**config.mk**
```make
export PLATFORM = sky130hd
export DESIGN_NAME = arm7tdmi_bus_initiator
export DESIGN_NICKNAME = d
export VERILOG_FILES = /design/src/rtl/arm7tdmi_pkg.sv /design/src/rtl/arm7tdmi_lane_align.sv /design/src/rtl/arm7tdmi_bus_initiator.sv
export SDC_FILE = /design/constraint.sdc
export NUM_CORES = 1
export LEC_CHECK = 0
export ABC_CLOCK_PERIOD_IN_PS = 6000
export CAP_MARGIN = 30
export CORE_MARGIN = 2
export CORE_UTILIZATION = 41
export DETAILED_ROUTE_END_ITERATION = 7
export GPL_ROUTABILITY_DRIVEN = 0
export HOLD_SLACK_MARGIN = 0.05
export MAX_ROUTING_LAYER = met4
export PLACE_DENSITY_LB_ADDON = 0.15
export SYNTH_ARGS = -nofsm -noshare
export SYNTH_HDL_FRONTEND = slang
export SYNTH_SLANG_ARGS = --single-unit
export TNS_END_PERCENT = 100
```
**constraint.sdc**
```tcl
create_clock -name clk -period 6 [get_ports clk]
set_input_delay 0.9 -clock clk [delete_from_list [all_inputs] [get_ports clk]]
set_output_delay 0.9 -clock clk [all_outputs]
set_load 0.02 [all_outputs]
```
**src/rtl/arm7tdmi_pkg.sv**
```systemverilog
// arm7tdmi_pkg: shared types and constants for the ARM7TDMI bus initiator
package arm7tdmi_pkg;
  typedef enum logic [1:0] {SZ_BYTE = 2'd0, SZ_HALF = 2'd1, SZ_WORD = 2'd2} mem_size_t;
  typedef enum logic [1:0] {BUS_IDLE, BUS_ACTIVE, BUS_RECOVER} bus_state_t;
  localparam logic [3:0] BE_ALL = 4'hF;
  typedef struct packed {
    logic        is_data;
    logic        we;
    mem_size_t   size;
    logic        sgn;
    logic [31:0] addr;
  } xfer_t;
endpackage

```
**src/rtl/arm7tdmi_lane_align.sv**
```systemverilog
// arm7tdmi_lane_align: store byte-lane steering and load alignment/extension
module arm7tdmi_lane_align import arm7tdmi_pkg::*; (
  input  mem_size_t   i_size,
  input  logic [1:0]  i_addr,
  input  logic        i_signed,
  input  logic [31:0] i_wdata,
  input  logic [31:0] i_rdata,
  output logic [3:0]  o_be,
  output logic [31:0] o_wdata,
  output logic [31:0] o_rdata
);
  logic [31:0] w_rot;
  logic [15:0] w_half;
  // word rotate doubles as byte selector: the addressed lane lands in [7:0]
  assign w_rot   = 32'({i_rdata, i_rdata} >> {i_addr, 3'b000});
  assign w_half  = i_addr[1] ? i_rdata[31:16] : i_rdata[15:0];
  assign o_be    = i_size == SZ_BYTE ? 4'b0001 << i_addr : i_size == SZ_HALF ? (i_addr[1] ? 4'hC : 4'h3) : BE_ALL;
  assign o_wdata = i_size == SZ_BYTE ? {4{i_wdata[7:0]}} : i_size == SZ_HALF ? {2{i_wdata[15:0]}} : i_wdata;
  assign o_rdata = i_size == SZ_BYTE ? {{24{i_signed & w_rot[7]}}, w_rot[7:0]} :
                   i_size == SZ_HALF ? {{16{i_signed & w_half[15]}}, w_half} : w_rot;
endmodule

```
**src/rtl/arm7tdmi_bus_initiator.sv**
```systemverilog
// arm7tdmi_bus_initiator: arbitrates fetch/data requests onto the single-outstanding mem_* bus
module arm7tdmi_bus_initiator import arm7tdmi_pkg::*; #(
  parameter int TIMEOUT_CYCLES   = 16,
  parameter bit ABORT_ON_TIMEOUT = 1'b1
) (
  input  logic        clk,
  input  logic        rst,
  input  logic        i_fetch_req,
  input  logic [31:0] i_fetch_addr,
  output logic        o_fetch_done,
  output logic [31:0] o_fetch_rdata,
  output logic        o_fetch_abort,
  input  logic        i_data_req,
  input  logic        i_data_we,
  input  mem_size_t   i_data_size,
  input  logic        i_data_signed,
  input  logic [31:0] i_data_addr,
  input  logic [31:0] i_data_wdata,
  output logic        o_data_done,
  output logic [31:0] o_data_rdata,
  output logic        o_data_abort,
  output logic [31:0] o_abort_addr,
  output logic [31:0] o_mem_addr,
  output logic [31:0] o_mem_wdata,
  output logic [3:0]  o_mem_be,
  output logic        o_mem_re,
  output logic        o_mem_we,
  input  logic [31:0] i_mem_rdata,
  input  logic        i_mem_ready,
  input  logic        i_mem_abort
);
  localparam int CW = $clog2(TIMEOUT_CYCLES);
  bus_state_t    r_state;
  xfer_t         r_cur;
  logic [CW-1:0] r_cnt;
  xfer_t         w_req;
  mem_size_t     w_sz;
  logic [1:0]    w_a;
  logic          w_accept, w_timeout, w_done, w_abort, w_zero;
  logic [3:0]    w_be;
  logic [31:0]   w_wdata, w_rdata;
  assign w_req = i_data_req ? xfer_t'{1'b1, i_data_we, i_data_size, i_data_signed, i_data_addr}
                            : xfer_t'{1'b0, 1'b0, SZ_WORD, 1'b0, {i_fetch_addr[31:2], 2'b00}};
  assign w_accept  = (r_state == BUS_IDLE || (r_state == BUS_RECOVER && !i_mem_ready)) && (i_data_req || i_fetch_req);
  assign w_timeout = !i_mem_ready && r_cnt == CW'(TIMEOUT_CYCLES - 1);
  assign w_done    = r_state == BUS_ACTIVE && (i_mem_ready || w_timeout);
  assign w_abort   = i_mem_ready ? i_mem_abort : ABORT_ON_TIMEOUT;
  assign w_zero    = w_abort || !i_mem_ready;
  // accept and completion never share a cycle, so one aligner serves both directions
  assign w_sz = r_state == BUS_ACTIVE ? r_cur.size : w_req.size;
  assign w_a  = r_state == BUS_ACTIVE ? r_cur.addr[1:0] : w_req.addr[1:0];
  arm7tdmi_lane_align u_align (
    .i_size  (w_sz),
    .i_addr  (w_a),
    .i_signed(r_cur.sgn),
    .i_wdata (i_data_wdata),
    .i_rdata (i_mem_rdata),
    .o_be    (w_be),
    .o_wdata (w_wdata),
    .o_rdata (w_rdata)
  );
  always_ff @(posedge clk or posedge rst)
    if (rst) begin
      r_state       <= BUS_IDLE;
      r_cur         <= '0;
      r_cnt         <= '0;
      o_fetch_done  <= 1'b0;
      o_fetch_rdata <= '0;
      o_fetch_abort <= 1'b0;
      o_data_done   <= 1'b0;
      o_data_rdata  <= '0;
      o_data_abort  <= 1'b0;
      o_abort_addr  <= '0;
      o_mem_addr    <= '0;
      o_mem_wdata   <= '0;
      o_mem_be      <= '0;
      o_mem_re      <= 1'b0;
      o_mem_we      <= 1'b0;
    end else begin
      o_fetch_done <= 1'b0;
      o_data_done  <= 1'b0;
      if (w_accept) begin
        r_state     <= BUS_ACTIVE;
        r_cur       <= w_req;
        r_cnt       <= '0;
        o_mem_addr  <= w_req.size == SZ_HALF ? {w_req.addr[31:1], 1'b0} : w_req.addr;
        o_mem_be    <= w_be;
        o_mem_wdata <= w_req.we ? w_wdata : '0;
        o_mem_re    <= !w_req.we;
        o_mem_we    <= w_req.we;
      end else if (w_done) begin
        r_state      <= BUS_RECOVER;
        o_mem_re     <= 1'b0;
        o_mem_we     <= 1'b0;
        o_fetch_done <= !r_cur.is_data;
        o_data_done  <= r_cur.is_data;
        if (r_cur.is_data) begin
          o_data_rdata <= w_zero || r_cur.we ? '0 : w_rdata;
          o_data_abort <= w_abort;
        end else begin
          o_fetch_rdata <= w_zero ? '0 : i_mem_rdata;
          o_fetch_abort <= w_abort;
        end
        if (w_abort) o_abort_addr <= r_cur.addr;
      end else if (r_state == BUS_ACTIVE) r_cnt <= r_cnt + 1'b1;
      else if (r_state == BUS_RECOVER && !i_mem_ready) r_state <= BUS_IDLE;
    end
endmodule

```
==> run_results.csv, run 1 <==
group,metric,value,unit
grt,antenna_found_initial,0,
die,num_rows,53,
clock_tree,path_clk_slew,0.07,ns
timing,period_needed,3.54,ns
yosys,synth_area,8740,um2
hold_path,hold_path_depth,2,
placed_design,io_buffers,305,
yosys,synth-seq-cells,182,
yosys,yosys_warnings,0,
layout,n_fill_cell,1871,
clock_tree,cts_buffer_depth,2,
clock_tree,clock_sink_count,182,
hold_path,hp-class,"flip-flop to flip-flop",
clock_tree,ctsResizeCount,0,
yosys,synth_flop_cell,"dfrtp_1",
power,leakage,5.46,nW
critical_path,worstReg2RegEnd,"o_data_rdata[20]",
drt,drt.antenna.violating_nets,0,
placed_design,preCtsSetupSlack,2.00,ns
yosys,synth_top_area_share,52.1,%
hold_path,min_to,"o_fetch_rdata[31]",
yosys,postSynthCellCount,848,
critical_path,criticalPathCategory,"input pin to flip-flop",
die,die_h,150,um
die,start_util,41.7,%
timing,setup_viol,0,
timing,period_share,58.9,%
yosys,synth_edf_count,0,
clock_tree,cts_hold_buf,0,
drt,drc,0,
placed_design,hpwlAfterDp,18500,um
yosys,synthArstFlopShare,100,%
outcome,outcome,"completed",
layout,fin_util,59.1,%
placed_design,post_dp_cell_area,11800,um2
timing,setup_tns,0,ns
run,maxCapViolCount,0,
grt,grt_pass1_wl,39700,um
yosys,synth_area_leaders,"dfrtp_1 52%, nand2_1 8.5%, mux2i_1 7.6%",
critical_path,r2r_cells,6,
clock_tree,cts_tree,"done",
timing,clock.fmax,0.283,GHz
clock_tree,clkLatencyLatePin,0.43,ns
timing,rsz0062_at_grt,"false",
critical_path,rr_startpoint,"r_state[1]",
critical_path,endpoint_kind,"flip-flop",
grt,grt_pass1_vias,6912,
yosys,syn_avg_cell_area,10.3,um2
die,io_pins,308,
critical_path,arrival,3.81,ns
grt,grt-ovfl-total,0,
timing,fin_ws,2.46,ns
layout,final_area,12400,um2
timing,hold_violations,0,
die,coreArea,21000,um2
die,die_w,150,um
die,dieArea,22500,um2
drt,wl_per_cell,18.8,um
layout,drive_above_1_share,10.5,%
power,p_per_area,513,nW/um2
critical_path,cp.required,6.28,ns
yosys,seq_area_frac_synth,52.1,%
drt,first_iter_violations,416,
clock_tree,htreeDepth,4,
critical_path,rrSetupSlack,2.65,ns
grt,grt_max_degree,122,
drt,dr_total_vias,7170,
layout,final_cell_mix,"304 x clkdlybuf4s50_1, 197 x nand2_1, 182 x dfrtp_1",
timing,finalMaxSlewViolations,0,
drt,wl,26100,um
timing,finClkSkew,0.0113,ns
timing,maxSlewHeadroom,33.0,%
critical_path,cp-start-kind,"input pin",
hold_path,hold_start,"o_fetch_rdata[31]",
drt,first_pass_iters,5,
timing,hold_ws,0.480,ns
yosys,yosysTopAreaCell,"dfrtp_1",
drt,viasPerCell,5.18,
layout,syn2layout_area_growth,41.7,%
timing,max_slew.worst_pin.slew,0.985,ns
critical_path,cp_max_fo,38,
clock_tree,clockRootBuffer,"clkbuf_16",
grt,globalRouteTotalUtil,23.7,%
layout,final_common_cell,"clkdlybuf4s50_1",
layout,diodes,0,
layout,nNetsFinal,1236,
clock_tree,numCtsBuffers,17,
power,peakVddDrop,0.240,mV
yosys,synth_cell_types,42,
clock_tree,postCtsSetupBuffers,0,
yosys,syn-num-nets,987,
## cell usage after synthesis, drive strengths merged (3+ instances only)
cell type  instances
a21oi             30
a22o              21
and2               3
and3               8
buf               43
clkbuf            43
dfrtp            182
inv                5
mux2              54
mux2i             67
mux4               8
nand2            198
nand2b             4
nor2              16
o21ai            121
o22a               6
o22ai             16
## power by group
group / switching, W / total (W) / internal (W)
clock network: 0.000530 / 0.00111 / 0.000577
registers: 0.000316 / 0.00207 / 0.00176
logic: 0.00170 / 0.00318 / 0.00147
total: 0.00255 / 0.00636 / 0.00381
## worst max path at each step
stage                             endpoint        from  cells past startpoint  slack, ns
after global routing      o_data_rdata[22]  i_data_req                      8       2.24
after floorplan            o_abort_addr[0]         rst                      1       0.16
after detailed placement  o_data_rdata[20]  i_data_req                      8       2.00
after CTS                 o_data_rdata[20]  i_data_req                      8       2.45
after global placement    o_data_rdata[24]  i_data_req                      8       2.06
final                     o_data_rdata[20]  i_data_req                      8       2.46
## layout make-up
cell class / instances / area (um2) / area share [%]
Tap cell: 275 / 344 / 2.78
Multi-Input combinational cell: 575 / 3710 / 30.0
Clock inverter: 13 / 135 / 1.09
Sequential cell: 182 / 4550 / 36.8
Timing Repair Buffer: 316 / 3160 / 25.5
Clock buffer: 19 / 453 / 3.66
Inverter: 5 / 26.3 / 0.212
## registers in the layout (all words and copies together) (netlist names), 2 cells and up
register	cells
o_data_rdata	32
o_mem_wdata	32
o_mem_be	4
o_abort_addr	32
r_cur	6
r_cnt	4
o_mem_addr	32
o_fetch_rdata	32
r_state	2
## per-stage QoR
stage / instances / power (W)
final: 1385 / 0.00636
after global placement: 1351 / 0.00523
after global routing: 1385 / 0.00673
after floorplan: 848 / 0.00394
after CTS: 1385 / 0.00641
after detailed placement: 1353 / 0.00528
## cell families (layout without fill, tap and decap cells)
kind of cell             Yosys count  count (layout)  share of synthesized area [%]
AND/OR/NAND/NOR                  239             239                           11.1
AO/OA/AOI/OAI                    203             203                           13.9
flip-flops                       182             182                           52.1
multiplexers                     129             129                           16.8
buffers and inverters             91             353                           5.67
XOR/XNOR                           3               3                          0.301
adder cells (fa/ha/maj)            1               1                          0.143
## routing by layer
layer | part of all wire, % | global-route usage [%] | vias up
li1 | - | - | 3409
met2 | 49 | 36.9 | 279
met1 | 42 | 31.3 | 3445
met5 | 0 | - | -
met4 | 2.0 | 7.26 | 0
met3 | 7.3 | 4.97 | 37
## worst max-delay path, stage by stage
cell	delay [ns]
buf_2	0.09
buf_4	0.30
and2_1	0.28
mux2i_2	0.79
nand2_2	0.40
and2_1	0.41
o32ai_4	0.42
o21ai_0	0.21
(Power assumes the default switching activity.)
==> inputs of run 2 (changes only) <==
--- a/config.mk
+++ b/config.mk
@@ -5,7 +5,7 @@
 export SDC_FILE = /design/constraint.sdc
 export NUM_CORES = 1
 export LEC_CHECK = 0
-export ABC_CLOCK_PERIOD_IN_PS = 6000
+export ABC_CLOCK_PERIOD_IN_PS = 3100
 export CAP_MARGIN = 30
 export CORE_MARGIN = 2
 export CORE_UTILIZATION = 41
==> constraint.sdc (replaced) <==
create_clock -name clk -period 3.1 [get_ports clk]
set_input_delay 0.465 -clock clk [delete_from_list [all_inputs] [get_ports clk]]
set_output_delay 0.465 -clock clk [all_outputs]
set_load 0.02 [all_outputs]
==> run_results.csv, run 2 (synthesized netlist as in run 1, its figures left out) <==
group,metric,value,unit
power,p_int,0.00740,W
layout,final_common_cell,"clkdlybuf4s50_1",
clock_tree,numCtsBuffers,17,
clock_tree,path_clk_slew,0.07,ns
timing,period_share,85.0,%
timing,hold_violations,0,
die,die_w,150,um
clock_tree,clockRootBuffer,"clkbuf_16",
layout,drive_above_1_share,11.3,%
power,pwr-share-clk,17.2,%
hold_path,hp-class,"input pin to asynchronous set/reset pin",
timing,maxSlewHeadroom,52.0,%
power,switching_share,40.2,%
grt,use_met1,31.8,%
drt,viasPerCell,5.20,
timing,setup_tns,0,ns
drt,drc,0,
layout,final_cell_mix,"304 x clkdlybuf4s50_1, 197 x nand2_1, 182 x dfrtp_1",
power,leakage,5.52,nW
run,maxCapViolCount,0,
critical_path,path_cells,"nand2b_1, a31oi_4, mux2i_1, o32ai_4, o32ai_4, o21ai_0",
grt,grt_max_degree,77,
critical_path,criticalPathCategory,"flip-flop to flip-flop",
placed_design,io_buffers,305,
grt,gr-max-usage-layer,"met2",
critical_path,crit_path_frequent_cell,"o32ai_4",
grt,globalRouteTotalUtil,23.9,%
placed_design,preCtsSetupSlack,0.395,ns
die,coreArea,21000,um2
layout,n_fill_cell,1844,
outcome,outcome,"completed",
clock_tree,ctsResizeCount,0,
power,p_per_area,990,nW/um2
die,die_h,150,um
power,peakVddDrop,0.515,mV
clock_tree,clkLatencyLatePin,0.44,ns
drt,drt.antenna.violating_nets,0,
layout,multiInputGateArea,3710,um2
power,seq_power_share,32.5,%
clock_tree,cts_tree,"done",
drt,wl_per_cell,18.7,um
timing,period_needed,2.64,ns
timing,setup_viol,0,
layout,syn2layout_area_growth,42.9,%
timing,finalMaxSlewViolations,0,
grt,grt_pass1_wl,40000,um
grt,antenna_found_initial,0,
drt,wl,26100,um
die,dieArea,22500,um2
layout,diodes,0,
grt,grt_use_met2,37.0,%
clock_tree,htreeDepth,4,
timing,hold_ws,0.324,ns
timing,max_slew.worst_pin.slew,0.720,ns
clock_tree,postCtsSetupBuffers,0,
layout,ff_latch_area,4550,um2
critical_path,cp_max_fo,16,
critical_path,cp_slowest_cell,"o32ai_4",
critical_path,cp_slowest_stage_delay,0.45,ns
layout,nNetsFinal,1245,
critical_path,arrival,2.92,ns
clock_tree,clock_sink_count,182,
power,p_sw,0.00497,W
clock_tree,cts_buffer_depth,2,
die,start_util,41.7,%
drt,first_iter_violations,446,
drt,dr_total_vias,7250,
placed_design,hpwlAfterDp,19000,um
die,io_pins,308,
critical_path,endpoint_kind,"flip-flop",
layout,fin_util,59.6,%
drt,first_pass_iters,5,
timing,fin_ws,0.464,ns
critical_path,crit_family,"compound AO/OA/AOI/OAI gates",
timing,clock.fmax,0.379,GHz
grt,grt_use_met3,5.24,%
die,num_rows,53,
power,pwr-share-comb,50.4,%
critical_path,cp.required,3.38,ns
timing,finClkSkew,0.0128,ns
clock_tree,cts_hold_buf,0,
critical_path,cp.buffers_inverters,0,
critical_path,cp-start-kind,"flip-flop",
grt,grt-ovfl-total,0,
timing,rsz0062_at_grt,"false",
grt,grt_pass1_vias,7087,
run 2: cell count changes in the layout (fill, tap and decap cells not counted), moves of 2 or more:
cell      delta
buf_12       +5
buf_4        +5
clkbuf_8     -2
clkinv_8     +2
inv_8        -2
run 2: per-layer routing:
metal | up-vias | wire, um
met5 | - | 0
met2 | 273 | 12500
met4 | 0 | 463
met1 | 3504 | 11400
met3 | 26 | 1730
li1 | 3447 | -
run 2: path summary, 6_finish.rpt:
| check | start | endpoint | slack, ns | cells after the start |
|---|---|---|---|---|
| max in group asynchronous | rst | o_mem_wdata[0] | 2.08 | 3 |
| worst max-delay path | r_state[1] | o_data_rdata[24] | 0.46 | 6 |
| worst max register to register | r_state[1] | o_data_rdata[24] | 0.46 | 6 |
| worst min register to register | o_fetch_rdata[29] | o_fetch_rdata[29] | 0.48 | 2 |
| worst min-delay path | rst | o_fetch_rdata[31] | 0.32 | 2 |
| min in group clk | o_fetch_rdata[29] | o_fetch_rdata[29] | 0.48 | 2 |
run 2: power by group through the flow:
| stage | clock, W | sequential, W | combinational, W |
|---|---|---|---|
| after floorplan | 0 | 0.00491 | 0.00271 |
| after global placement | 0 | 0.00402 | 0.00617 |
| after detailed placement | 0 | 0.00405 | 0.00625 |
| after CTS | 0.00218 | 0.00402 | 0.00626 |
| after global routing | 0.00229 | 0.00416 | 0.00666 |
| final | 0.00212 | 0.00401 | 0.00623 |
run 2: per-stage QoR:
step / instance area (um2) / std cells / total power, W
after global routing: 12500 / 1394 / 0.0131
after CTS: 12500 / 1393 / 0.0125
after global placement: 11900 / 1361 / 0.0102
after floorplan: 8740 / 848 / 0.00762
after detailed placement: 11900 / 1361 / 0.0103
final: 12500 / 1394 / 0.0124
run 2: area by class of cell:
type	instances	area share, %
Timing Repair Buffer	325	26.2
Clock buffer	17	3.41
Inverter	5	0.180
Multi-Input combinational cell	575	29.7
Sequential cell	182	36.5
Tap cell	275	2.75
Clock inverter	15	1.29
